## src/rtl/shifter_arbiter.sv

```systemverilog
// Round-robin arbiter sharing one external combinational barrel shifter
// between two requesters using a registered req/gnt/done handshake.
module shifter_arbiter #(
  parameter int unsigned WIDTH = 16,
  parameter int unsigned AMT_W = 4
) (
  input  logic             clk,
  input  logic             reset,
  input  logic             req0,
  input  logic [WIDTH-1:0] data0,
  input  logic [AMT_W-1:0] amt0,
  input  logic             left0,
  input  logic             req1,
  input  logic [WIDTH-1:0] data1,
  input  logic [AMT_W-1:0] amt1,
  input  logic             left1,
  output logic             gnt0,
  output logic             gnt1,
  output logic             done0,
  output logic             done1,
  output logic [WIDTH-1:0] result,
  output logic             busy,
  output logic [WIDTH-1:0] sh_string,
  output logic [AMT_W-1:0] sh_amount,
  output logic             sh_left,
  input  logic [WIDTH-1:0] sh_r
);

  localparam logic [1:0] IDLE = 2'd0;
  localparam logic [1:0] EXEC = 2'd1;
  localparam logic [1:0] DONE = 2'd2;

  logic [1:0]       state_q, state_d;
  logic             rr_q, rr_d;
  logic             owner_q, owner_d;
  logic             gnt0_q, gnt0_d, gnt1_q, gnt1_d;
  logic             done0_q, done0_d, done1_q, done1_d;
  logic             busy_q, busy_d;
  logic [WIDTH-1:0] result_q, result_d;
  logic [WIDTH-1:0] sh_string_q, sh_string_d;
  logic [AMT_W-1:0] sh_amount_q, sh_amount_d;
  logic             sh_left_q, sh_left_d;
  logic             win;

  // Winner when both request is the side rr_q points at
  assign win = req1 & (~req0 | rr_q);

  always_comb begin
    state_d     = state_q;
    rr_d        = rr_q;
    owner_d     = owner_q;
    gnt0_d      = 1'b0;
    gnt1_d      = 1'b0;
    done0_d     = 1'b0;
    done1_d     = 1'b0;
    result_d    = result_q;
    sh_string_d = sh_string_q;
    sh_amount_d = sh_amount_q;
    sh_left_d   = sh_left_q;
    case (state_q)
      IDLE, DONE: begin
        if (req0 | req1) begin
          state_d     = EXEC;
          owner_d     = win;
          rr_d        = ~win;
          gnt0_d      = ~win;
          gnt1_d      = win;
          sh_string_d = win ? data1 : data0;
          sh_amount_d = win ? amt1 : amt0;
          sh_left_d   = win ? left1 : left0;
        end else begin
          state_d = IDLE;
        end
      end
      EXEC: begin
        state_d  = DONE;
        result_d = sh_r;
        done0_d  = ~owner_q;
        done1_d  = owner_q;
      end
      default: state_d = IDLE;
    endcase
    busy_d = (state_d != IDLE);
  end

  always_ff @(posedge clk or posedge reset) begin
    if (reset) begin
      state_q     <= IDLE;
      rr_q        <= 1'b0;
      owner_q     <= 1'b0;
      gnt0_q      <= 1'b0;
      gnt1_q      <= 1'b0;
      done0_q     <= 1'b0;
      done1_q     <= 1'b0;
      busy_q      <= 1'b0;
      result_q    <= '0;
      sh_string_q <= '0;
      sh_amount_q <= '0;
      sh_left_q   <= 1'b0;
    end else begin
      state_q     <= state_d;
      rr_q        <= rr_d;
      owner_q     <= owner_d;
      gnt0_q      <= gnt0_d;
      gnt1_q      <= gnt1_d;
      done0_q     <= done0_d;
      done1_q     <= done1_d;
      busy_q      <= busy_d;
      result_q    <= result_d;
      sh_string_q <= sh_string_d;
      sh_amount_q <= sh_amount_d;
      sh_left_q   <= sh_left_d;
    end
  end

  assign gnt0      = gnt0_q;
  assign gnt1      = gnt1_q;
  assign done0     = done0_q;
  assign done1     = done1_q;
  assign busy      = busy_q;
  assign result    = result_q;
  assign sh_string = sh_string_q;
  assign sh_amount = sh_amount_q;
  assign sh_left   = sh_left_q;

endmodule

```

## config.mk

```make
export PLATFORM = sky130hd
export DESIGN_NAME = shifter_arbiter
export DESIGN_NICKNAME = d
export VERILOG_FILES = /design/src/rtl/shifter_arbiter.sv
export SDC_FILE = /design/constraint.sdc
export NUM_CORES = 1
export LEC_CHECK = 0
export ABC_AREA = 1
export BUFFER_PORTS_ARGS = -buffer_cell sky130_fd_sc_hd__buf_4
export CAP_MARGIN = 0
export CORE_AREA = 2 2 56 97
export DETAILED_ROUTE_END_ITERATION = 16
export DIE_AREA = 0 0 58 99
export PLACE_DENSITY = 0.73
export SLEW_MARGIN = 20
export SYNTH_ARGS = -nofsm -noshare
export SYNTH_HDL_FRONTEND = slang
export SYNTH_SLANG_ARGS = --single-unit
```

## constraint.sdc

```tcl
create_clock -name clk -period 1.5 [get_ports clk]
set_input_delay 0.3 -clock clk [delete_from_list [all_inputs] [get_ports clk]]
set_output_delay 0.3 -clock clk [all_outputs]
set_load 0.05 [all_outputs]
```

==> reports/summary.log <==
qor: status.status finished clean
qor: synth.synthesis.nets 275
qor: worst_setup_path.critical_path_buf_inv_count 1
qor: sta.relSlewSlack 0.785
qor: floorplanning.core_area 4930 um2
qor: floorplanning.top_level_ports 104
qor: synth.synthSimpleGateAreaFrac 0.329
qor: cells_and_area.layout.cells.most_common_list sky130_fd_sc_hd__buf_4, sky130_fd_sc_hd__nand2_1, sky130_fd_sc_hd__dfrtp_1, sky130_fd_sc_hd__nand3_1, sky130_fd_sc_hd__nand4_1
qor: cts.hold_buffers 0
qor: worst_setup_path.critical_path.max_stage_delay 0.40 ns
qor: floorplanning.die_w 58 um
qor: synth.synth_top_area_frac 0.601
qor: sta.hold_viol 0
qor: worst_setup_path.timing_worst_setup_path_type flop to output port
qor: global_route.gr-total-overflow 0
qor: route.via_per_inst 4.92
qor: cts.ctsRootBufferMaster sky130_fd_sc_hd__clkbuf_8
qor: cts.clock_path_buffers 2
qor: cells_and_area.mostFrequentLayoutCell sky130_fd_sc_hd__buf_4
qor: worst_setup_path.timing.critical_path.slowest_stage_cell sky130_fd_sc_hd__dfrtp_1
qor: flow_run.max_cap_violations 0
qor: placed_design.placed_cells_incl_taps 364
qor: synth.synth-edff-count 0
qor: sta.drv_slew 0
qor: route.drtPass1Iterations 4
qor: cells_and_area.synthToLayoutAreaGrowth 50.0%
qor: pwr.finalPower 4.55 mW
qor: global_route.global_route.peak_usage_layer met2
qor: sta.fin_crit_sh 0.795
qor: global_route.grt_antenna_before_repair 0
qor: worst_setup_path.path_max_fanout 2
qor: floorplanning.fp-row-count 34
qor: route.ant_nets 0
qor: floorplanning.initial_utilization 0.388
qor: placed_design.port-buffer-count 103
qor: sta.timing_worst_slew_pin_value 0.323 ns
qor: sta.setup_viol 0
qor: pwr.power.ir.vdd_worst 1.05 mV
qor: worst_setup_path.critical_path_required 1.20 ns
qor: route.avgRoutedWirePerCell 12.9 um
qor: synth.synth_area_per_cell 8.99 um2
qor: route.via_count 1,829
qor: synth.synth_fa_ha_area_frac 0
qor: global_route.globalRouteMet3Util 0.0367
qor: synth.synthTopCellsByArea sky130_fd_sc_hd__dfrtp_1, sky130_fd_sc_hd__nand2_1, sky130_fd_sc_hd__nand3_1
qor: synth.largest_family_of_logic_cells_by_synthesized_area simple AND/OR/NAND/NOR gates
qor: placed_design.gpl.final_weighted_congestion 0.732
qor: pwr.powerDensity 1580 nW/um2
qor: worst_setup_path.setup.worst_path.end_class output port
qor: cts.count_of_cells_resized_by_post_cts_repair 0
qor: global_route.global_route.usage.met2 0.316
qor: cts.cts.sink_count 46
qor: global_route.grt_start_max_net_pins 47
qor: sta.final.setup_skew 0.00427 ns
qor: cts.cts_setup_buffers 0
qor: synth.synth.cell_area 1920 um2
qor: cells_and_area.proportion_of_layout_cells_with_a_drive_suffix_above_1 0.390
qor: hold_path.hold_path_class input port to async pin
qor: cts.clk_latency 0.29 ns
qor: synth.yosysSeqAreaShare 0.601
qor: synth.synth-main-ff-cell sky130_fd_sc_hd__dfrtp_1
qor: sta.tns 0 ns
qor: floorplanning.die_area 5740 um2
qor: synth.syn_inst 213
qor: synth.yosysTopAreaCell sky130_fd_sc_hd__dfrtp_1
qor: global_route.vias_in_the_first_global_route 1,764
qor: floorplanning.dieHeight 99 um
qor: synth.synth_compound_area_frac 0.0105
qor: cts.cts_htree_levels 2
qor: worst_setup_path.crit_path_start sh_string[1]
qor: sta.achievable-frequency 839 MHz
qor: route.drc_errors 0
qor: sta.grt_setup_unrepaired no
qor: global_route.global_route.usage.total 0.173
qor: global_route.grt_pass1_wl 7.80 mm
qor: worst_setup_path.worstPathCellList buf_4
qor: synth.post_synth_mux_area_share 0
qor: cts.clk_pin_slew_worst_paths 0.09 ns
qor: cells_and_area.design.final.nets 379
qor: synth.postSynthRegisterBits 46
qor: pwr.power.leakage 1.55 nW
qor: cells_and_area.antenna_cells_inserted 0
qor: sta.post-route-min-period 1.19 ns
qor: global_route.met1_usage 0.195
qor: worst_setup_path.startpoint_type flop
qor: worst_setup_path.timing.critical_path.arrival 0.89 ns
qor: cells_and_area.instances_no_fill 372
qor: worst_setup_path.beginning_of_the_worst_register_to_register_path state_q[0]
qor: synth.synthArstFlopShare 1.00
qor: route.drt-total-wl 4.80 mm
qor: synth.synth.distinct_cells 16
qor: synth.yosys_warnings 0
qor: placed_design.detailedPlacementHpwl 3.64 mm
qor: route.drt_first_iter_violations 62
qor: cts.cts_buffers 5
qor: synth.synth_xor_xnor_area_share 0
qor: worst_setup_path.worst_path_dominant_cell_family flip-flops
qor: cts.cts_tree yes
synthesized netlist by cell type, types with 2 or more instances:
master                      n
sky130_fd_sc_hd__nand3_1   43
sky130_fd_sc_hd__inv_1      7
sky130_fd_sc_hd__nor2_1     2
sky130_fd_sc_hd__nand2_1   72
sky130_fd_sc_hd__buf_2      4
sky130_fd_sc_hd__nand4_1   21
sky130_fd_sc_hd__dfrtp_1   46
sky130_fd_sc_hd__buf_1      2
sky130_fd_sc_hd__o21ai_0    2
sky130_fd_sc_hd__inv_2      2
sky130_fd_sc_hd__clkbuf_1   6
sky130_fd_sc_hd__buf_6      2
final timing paths:
check,to,slack (ns),cells after the start
max in group asynchronous,result[15],1.26,3
worst max register to register,result[15],0.32,5
worst min-delay path,sh_string[4],0.04,3
worst min register to register,done0,0.43,1
worst max-delay path,sh_string[1],0.31,1
min in group clk,result[8],0.20,3
sequential cells by signal (all words and copies together), names as in the netlist:
signal and flops:
result 16, sh_string 16, sh_amount 4, state_q 2
busy 1, done0 1, done1 1, gnt0 1
gnt1 1, owner_q 1, rr_q 1, sh_left 1
cell type report:
| class | count | area (um2) |
|---|---|---|
| timing repair buffer | 112 | 853 |
| inverter | 9 | 33.8 |
| clock buffer | 5 | 68.8 |
| clock inverter | 3 | 45.0 |
| multi-input combinational | 143 | 654 |
| tap | 54 | 67.6 |
| fill | 466 | 2060 |
| sequential | 46 | 1150 |
where the power goes:
group	internal [mW]	switching (mW)	leakage, nW	total (mW)
clock	0.495	0.409	0.0504	0.904
sequential	1.51	0.150	0.567	1.66
combinational	0.611	1.37	0.931	1.98
kinds of logic after synthesis:
group,Yosys count
AO/OA/AOI/OAI,4
buffers and inverters,24
flip-flops,46
AND/OR/NAND/NOR,139
stage by stage:
| stage | hold slack, ns | setup slack, ns | cell area (um2) | util |
|---|---|---|---|---|
| 2_1_floorplan | 0.402 | 0.112 | 1920 | - |
| 3_3_place_gp | 0.358 | 0.286 | 2760 | 0.559 |
| 3_5_place_dp | 0.366 | 0.238 | 2760 | 0.559 |
| 4_1_cts | 0.0405 | 0.293 | 2870 | 0.582 |
| 5_1_grt | 0.0437 | 0.207 | 2870 | 0.582 |
| 6_report | 0.0405 | 0.308 | 2870 | 0.582 |
per-layer routing:
layer  share of wire  routed length [um]
met3           0.061                 291
met2            0.56                2680
met1            0.37                1780
met4           0.012                  56
met5               0                   0
(Power assumes the default switching activity.)
